`src/rtl/axis_cic_decimator.sv`:
```
// N-stage CIC decimator: 1-bit delta-sigma stream in, signed OUT_WIDTH samples out at 1/R rate.
// Integrators run per accepted bit, combs and the output register update on the decimation event.
module axis_cic_decimator #(
   parameter int R = 100,
   parameter int M = 1,
   parameter int N = 2
) (
   input  logic                                  aclk,
   input  logic                                  arst_n,
   input  logic                                  s_axis_data_tdata,
   input  logic                                  s_axis_data_tvalid,
   output logic                                  s_axis_data_tready,
   output logic [2 + N*$clog2(R*M)-1:0]          m_axis_data_tdata,
   output logic                                  m_axis_data_tvalid,
   input  logic                                  m_axis_data_tready
);

   localparam int OUT_WIDTH = 2 + N*$clog2(R*M);
   localparam int CW = $clog2(R);
   localparam logic [CW-1:0] CNT_LAST = CW'(R - 1);

   logic [OUT_WIDTH-1:0] int_q [N];
   logic [OUT_WIDTH-1:0] int_d [N];
   logic [OUT_WIDTH-1:0] dly_q [N][M];
   logic [OUT_WIDTH-1:0] dly_d [N][M];
   logic [CW-1:0]        cnt_q, cnt_d;
   logic [OUT_WIDTH-1:0] m_tdata_q, m_tdata_d;
   logic                 m_tvalid_q, m_tvalid_d;
   logic                 rdy_en_q, rdy_en_d;
   logic                 accept;
   logic                 dec_event;

   // Only the window-closing bit is held off; it would need the output register.
   assign s_axis_data_tready = rdy_en_q &&
                               !(m_tvalid_q && !m_axis_data_tready && (cnt_q == CNT_LAST));
   assign accept             = s_axis_data_tvalid && s_axis_data_tready;
   assign dec_event          = accept && (cnt_q == CNT_LAST);
   assign m_axis_data_tdata  = m_tdata_q;
   assign m_axis_data_tvalid = m_tvalid_q;

   always_comb begin
      logic [OUT_WIDTH-1:0] acc;
      logic [OUT_WIDTH-1:0] stage_in;
      acc      = s_axis_data_tdata ? OUT_WIDTH'(1) : {OUT_WIDTH{1'b1}};
      stage_in = '0;
      rdy_en_d = 1'b1;
      cnt_d    = cnt_q;

      for (int k = 0; k < N; k++) begin
         int_d[k] = int_q[k];
         for (int j = 0; j < M; j++) begin
            dly_d[k][j] = dly_q[k][j];
         end
      end

      // Each stage adds the freshly updated value of the stage before it.
      for (int k = 0; k < N; k++) begin
         acc = int_q[k] + acc;
         if (accept) begin
            int_d[k] = acc;
         end
      end

      if (accept) begin
         cnt_d = (cnt_q == CNT_LAST) ? '0 : cnt_q + 1'b1;
      end

      stage_in = acc;
      for (int k = 0; k < N; k++) begin
         acc = stage_in - dly_q[k][M-1];
         if (dec_event) begin
            dly_d[k][0] = stage_in;
            for (int j = 1; j < M; j++) begin
               dly_d[k][j] = dly_q[k][j-1];
            end
         end
         stage_in = acc;
      end

      m_tdata_d  = m_tdata_q;
      m_tvalid_d = m_tvalid_q;
      if (m_tvalid_q && m_axis_data_tready) begin
         m_tvalid_d = 1'b0;
      end
      if (dec_event) begin
         m_tdata_d  = stage_in;
         m_tvalid_d = 1'b1;
      end
   end

   always_ff @(posedge aclk or negedge arst_n) begin
      if (!arst_n) begin
         for (int k = 0; k < N; k++) begin
            int_q[k] <= '0;
            for (int j = 0; j < M; j++) begin
               dly_q[k][j] <= '0;
            end
         end
         cnt_q      <= '0;
         m_tdata_q  <= '0;
         m_tvalid_q <= 1'b0;
         rdy_en_q   <= 1'b0;
      end else begin
         for (int k = 0; k < N; k++) begin
            int_q[k] <= int_d[k];
            for (int j = 0; j < M; j++) begin
               dly_q[k][j] <= dly_d[k][j];
            end
         end
         cnt_q      <= cnt_d;
         m_tdata_q  <= m_tdata_d;
         m_tvalid_q <= m_tvalid_d;
         rdy_en_q   <= rdy_en_d;
      end
   end

endmodule
```
`config.mk`:
```
export PLATFORM = sky130hd
export DESIGN_NAME = axis_cic_decimator
export DESIGN_NICKNAME = d
export VERILOG_FILES = /design/src/rtl/axis_cic_decimator.sv
export SDC_FILE = /design/constraint.sdc
export NUM_CORES = 1
export LEC_CHECK = 0
export CORE_MARGIN = 2
export CORE_UTILIZATION = 25
export CTS_CLUSTER_DIAMETER = 100
export DETAILED_ROUTE_END_ITERATION = 6
export PLACE_DENSITY_LB_ADDON = 0.05
export SKIP_CTS_REPAIR_TIMING = 1
export SLEW_MARGIN = 20
export SYNTH_ARGS = -nofsm -noshare
export SYNTH_HDL_FRONTEND = slang
export SYNTH_SLANG_ARGS = --single-unit
export TNS_END_PERCENT = 20
```
`constraint.sdc`:
```
create_clock -name aclk -period 6.4 [get_ports aclk]
set_input_delay 0.64 -clock aclk [delete_from_list [all_inputs] [get_ports aclk]]
set_output_delay 0.64 -clock aclk [all_outputs]
set_load 0.01 [all_outputs]
```
==> results of run 1 <==
area by class of cell:
class	instances	share of cell area, %
multi-input cells	500	48.13
flip-flops and latches	89	28.66
repair buffers	107	11.01
well taps	324	5.217
clock buffers	10	3.076
inverters	60	2.899
clock inverters	6	0.9984
registers in the layout (all words and copies together), names as in the netlist:
register	flops
dly_q	32
int_q	32
rdy_en_q	1
m_axis_data_tdata	16
cnt_q	7
m_axis_data_tvalid	1
routing by layer:
metal / vias to the layer above / global-route usage [%] / part of all wire (%)
met4: 0 / 3.071 / 1.1
met1: 2153 / 14.70 / 49
met5: - / 0 / 0
met3: 9 / 1.860 / 1.5
met2: 31 / 19.83 / 48
li1: 2504 / - / -
kinds of logic after synthesis:
family,after synthesis,share of synthesized area [%]
other,1,0.06138
flip-flops,89,36.45
multiplexers,26,4.751
XOR/XNOR,58,8.868
adder cells (fa/ha/maj),68,14.42
AO/OA/AOI/OAI,173,17.90
AND/OR/NAND/NOR,174,12.74
buffers and inverters,77,4.813
synth_stat cells (3+ instances only):
library cell,count
a211oi_1,5
a211oi_2,3
a21boi_0,3
a21o_1,13
a21oi_1,36
a31oi_1,6
and3_1,5
buf_1,5
buf_2,4
clkbuf_1,8
dfrtp_1,89
fa_1,4
ha_1,64
inv_1,60
mux2_2,24
nand2_1,86
nand2b_1,11
nand3_1,11
nand4_1,3
nor2_1,32
nor2b_1,6
nor3_1,12
o21a_1,8
o21ai_0,64
o21ai_1,7
o21bai_1,6
o31ai_1,3
xnor2_1,33
xor2_1,22
final timing paths:
| check | start | to | slack, ps |
|---|---|---|---|
| max in group asynchronous | arst_n | int_q[14] | 5020 |
| worst min-delay path | arst_n | m_axis_data_tdata[2] | 210 |
| min in group aclk | dly_q[8] | dly_q[8] | 480 |
| worst max register to register | int_q[16] | m_axis_data_tdata[15] | 880 |
| worst min register to register | dly_q[8] | dly_q[8] | 480 |
| worst max-delay path | s_axis_data_tdata | m_axis_data_tdata[15] | 470 |
per-stage QoR:
step | instance area [um2] | instances
after detailed placement | 7289 | 1078
after global routing | 7770 | 1096
after global placement | 7289 | 1078
after CTS | 7606 | 1094
after floorplan | 6110 | 666
final | 7770 | 1096
worst reg2reg max path: cells and delay by family, from the launching register on:
kind,cells,cell delay [ps]
xor+xnor,5,1000
buf+inv,4,520
simple gates,5,440
fa+ha+maj,4,1300
compound gates,12,1770
flops,1,380
==> run_results.csv, run 1 <==
group,metric,value,unit
clock_tree,cts_max_path_buffers,2,
worst_setup_path,critPathArrivalTime,6140,ps
yosys,synth_area,0.006110,mm2
worst_setup_path,worst_setup_path_start_kind,"primary input",
worst_setup_path,crit_buf_inv,5,
yosys,synthCells,666,
grt,grt_overflow_total,0,
route,final_antenna_net_count,0,
clock_tree,clock_latency,350,ps
status,status,"complete, no violations",
sta,rsz0062_at_grt,"false",
placement,dp_hpwl,10440,um
grt,grt_max_degree,64,
min_path,hold_path.class,"in2async",
worst_setup_path,cp_max_fo,4,
yosys,netlist.area_leader.share,36.45,%
layout,regArea,0.002227,mm2
placement,place.gp.congestion,0.7604,
route,routed_wl,13730,um
yosys,ys_ff_latch,89,
sta,tns,0,ps
route,viasPerCell,4.286,
layout,layout_common_cells,"89 x dfrtp_1, 86 x buf_4, 85 x nand2_1",
layout,areaGrowthSynthToFinish,27.18,%
yosys,yosysSeqAreaShare,36.45,%
yosys,synth_top_area_cell,"dfrtp_1",
clock_tree,clkTransAtPathRegs,70,ps
floorplan,fp.coreArea,0.02418,mm2
sta,relSlewSlack,32.75,%
grt,grt_pass1_wl,23870,um
clock_tree,cts_root_buf,"clkbuf_16",
floorplan,start_util,25.27,%
sta,fin_crit,5934,ps
grt,grt_use_total,11.40,%
sta,tightest_slew,1009,ps
layout,layout.nets,840,
clock_tree,cts_tree,"built",
sta,setup_viol,0,
worst_setup_path,reg2reg_depth,30,
placement,port_buffers,22,
yosys,ys_types,55,
sta,hold_violations,0,
layout,drive_gt1_share,21.76,%
floorplan,die_h,160.3,um
route,dr.pass1.iters,4,
route,initialDrtViolationCount,120,
clock_tree,cts_buffers,9,
sta,clock_skew,8.248,ps
layout,final_common_cell,"dfrtp_1",
layout,nFillCells,2497,
layout,multi_input_area,0.003740,mm2
sta,fin_ws,465.6,ps
yosys,synth_nets,739,
yosys,yosys-top-cells-area,"dfrtp_1 36%, ha_1 13%, nand2_1 5.3%, o21ai_0 5.2%, xnor2_1 4.7%",
yosys,ys.warnings.count,0,
floorplan,num_io_pins,23,
layout,diodes,0,
sta,fmax,0.1685,GHz
yosys,synth_edf_count,0,
layout,fin_util,32.14,%
job,maxCapViolCount,0,
worst_setup_path,critical_path.max_stage_delay,490,ps
yosys,avgSynthCellArea,9.174,um2
grt,grt_pass1_vias,4839,
route,drc,0,
worst_setup_path,worst_path_max_delay_cell,"clkdlybuf4s50_1",
worst_setup_path,critical_path_class,"in2reg",
sta,slew_violations,0,
route,wl_per_cell,12.53,um
floorplan,num_rows,57,
worst_setup_path,cp_top_family,"compound AO/OA/AOI/OAI gates",
route,vias,4697,
worst_setup_path,path_depth,29,
clock_tree,clock-sinks,89,
grt,antenna_found_initial,0,
yosys,synthArstFlopShare,100.0,%
placement,place_ws,-342.4,ps
floorplan,die_area,0.02570,mm2
clock_tree,htreeDepth,3,
yosys,ys.flop_type,"dfrtp_1",
worst_setup_path,cp-end-kind,"flip-flop",
sta,period_share,92.72,%
floorplan,die_w,160.3,um
sta,holdWs,205.7,ps
worst_setup_path,cp.required,6600,ps
Power of run 1 is left out: the tool's default activity adds up to more than one toggle a clock period on the data nets, which glitch-free logic cannot reach.
==> run 2: changes to the inputs <==
--- a/config.mk
+++ b/config.mk
@@ -9,6 +9,7 @@
 export CORE_UTILIZATION = 25
 export CTS_CLUSTER_DIAMETER = 100
 export DETAILED_ROUTE_END_ITERATION = 6
+export GPL_TIMING_DRIVEN = 0
 export PLACE_DENSITY_LB_ADDON = 0.05
 export SKIP_CTS_REPAIR_TIMING = 1
 export SLEW_MARGIN = 20
==> run 2 against run 1 <==
  * Cell count is 4.9% lower
  * Clock skew is 0.54 ps higher
  * Flip-flop and latch count stayed put
  * Core utilization is 1.7 points lower
  * Critical endpoint unchanged
==> run_results.csv, run 2 (synthesized netlist as in run 1, its figures left out) <==
group,metric,value,unit
min_path,hold_path.class,"in2async",
worst_setup_path,critPathArrivalTime,6280,ps
floorplan,fp.coreArea,0.02418,mm2
sta,fin_crit,6058,ps
layout,fin_util,30.44,%
grt,antenna_found_initial,0,
layout,final_common_cell,"dfrtp_1",
clock_tree,cts_root_buf,"clkbuf_16",
sta,setup_viol,0,
route,dr.pass1.iters,4,
status,status,"complete, no violations",
grt,grt_pass1_vias,4578,
worst_setup_path,worst_setup_path_start_kind,"primary input",
route,final_antenna_net_count,0,
sta,hold_violations,0,
route,wl_per_cell,13.72,um
route,vias,4544,
layout,nFillCells,2543,
grt,grt_use_total,11.80,%
worst_setup_path,cp_max_fo,7,
floorplan,die_area,0.02570,mm2
worst_setup_path,cp_top_family,"compound AO/OA/AOI/OAI gates",
worst_setup_path,crit_buf_inv,4,
route,viasPerCell,4.361,
placement,dp_hpwl,10950,um
sta,tightest_slew,695.4,ps
route,initialDrtViolationCount,192,
worst_setup_path,cp-end-kind,"flip-flop",
route,routed_wl,14300,um
layout,drive_gt1_share,14.07,%
job,maxCapViolCount,0,
sta,fmax,0.1651,GHz
sta,clock_skew,8.791,ps
worst_setup_path,cp.required,6620,ps
route,drc,0,
floorplan,die_h,160.3,um
placement,port_buffers,22,
floorplan,start_util,25.27,%
grt,grt_pass1_wl,24000,um
clock_tree,clkTransAtPathRegs,70,ps
placement,place.gp.congestion,0.7346,
clock_tree,clock_latency,350,ps
clock_tree,clock-sinks,89,
floorplan,num_rows,57,
worst_setup_path,critical_path_class,"in2reg",
clock_tree,cts_max_path_buffers,2,
sta,slew_violations,0,
layout,layout.nets,786,
worst_setup_path,worst_path_max_delay_cell,"ha_1",
sta,period_share,94.66,%
layout,diodes,0,
layout,layout_common_cells,"89 x dfrtp_1, 86 x nand2_1, 62 x o21ai_0",
grt,grt_max_degree,64,
floorplan,num_io_pins,23,
clock_tree,cts_tree,"built",
floorplan,die_w,160.3,um
sta,relSlewSlack,53.64,%
grt,grt_overflow_total,0,
clock_tree,htreeDepth,3,
clock_tree,cts_buffers,9,
worst_setup_path,critical_path.max_stage_delay,340,ps
layout,areaGrowthSynthToFinish,20.46,%
==> run 2: changes by cell type in the layout (fill, tap and decap cells not counted), moves of 2 or more <==
cell        before  now
ha_1            62   60
a21oi_1         32   30
xor2_2           3    1
xnor2_1         27   29
xnor2_2          8    6
buf_1            0    5
buf_4           86   14
clkinvlp_4       0    2
ha_4             1    3
a21oi_4          0    2
buf_2            0    4
clkbuf_1         0    8
==> run 2: layout make-up <==
cell class                      instances  area, um2  area share (%)
Tap cell                              324      405.4           5.508
Multi-Input combinational cell        500       3784           51.41
Sequential cell                        89       2227           30.26
Timing Repair Buffer                   37      351.6           4.777
Buffer                                 16      65.06          0.8841
Inverter                               60      229.0           3.111
Clock inverter                          6      68.82          0.9351
Clock buffer                           10      229.0           3.111
==> run 2: final timing paths <==
check                                             end  cells past startpoint                  start  slack (ps)
worst min-delay path             m_axis_data_tdata[3]                      1                 arst_n         140
worst max-delay path            m_axis_data_tdata[15]                     32      s_axis_data_tdata         340
worst min register to register  m_axis_data_tdata[10]                      2  m_axis_data_tdata[10]         480
min in group aclk               m_axis_data_tdata[10]                      2  m_axis_data_tdata[10]         480
max in group asynchronous                   int_q[13]                      2                 arst_n        5620
worst max register to register  m_axis_data_tdata[15]                     31              int_q[16]         500
==> run 2: through the flow <==
stage | area, um2 | TNS, ps | setup slack (ps) | cells | hold WS, ps
2_1_floorplan | 6110 | 0 | 501.2 | 666 | 344.4
3_3_place_gp | 6735 | -4938 | -1201 | 1012 | 462.6
3_5_place_dp | 6764 | -5268 | -1244 | 1013 | 468.5
4_1_cts | 7062 | -2393 | -874.5 | 1029 | 140.9
5_1_grt | 7360 | -37.92 | -37.92 | 1042 | 150.2
6_report | 7360 | 0 | 341.8 | 1042 | 141.6
==> run 2: metal layers <==
| metal | vias to the layer above | GRT usage, % | wire, um |
|---|---|---|---|
| li1 | 2394 | - | - |
| met1 | 2097 | 15.41 | 6911 |
| met2 | 39 | 19.93 | 6856 |
| met3 | 14 | 2.583 | 294 |
| met4 | 0 | 2.907 | 235 |
| met5 | - | 0 | 0 |
==> run 2: worst reg2reg max path, delay by kind of cell, from the launching register on <==
family          cells  cell delay, ps
xor+xnor            5             970
flops               1             380
fa+ha+maj           4            1430
buf+inv             2             200
compound gates     13            1850
simple gates        7             940
Power of run 2 is left out for the same reason.
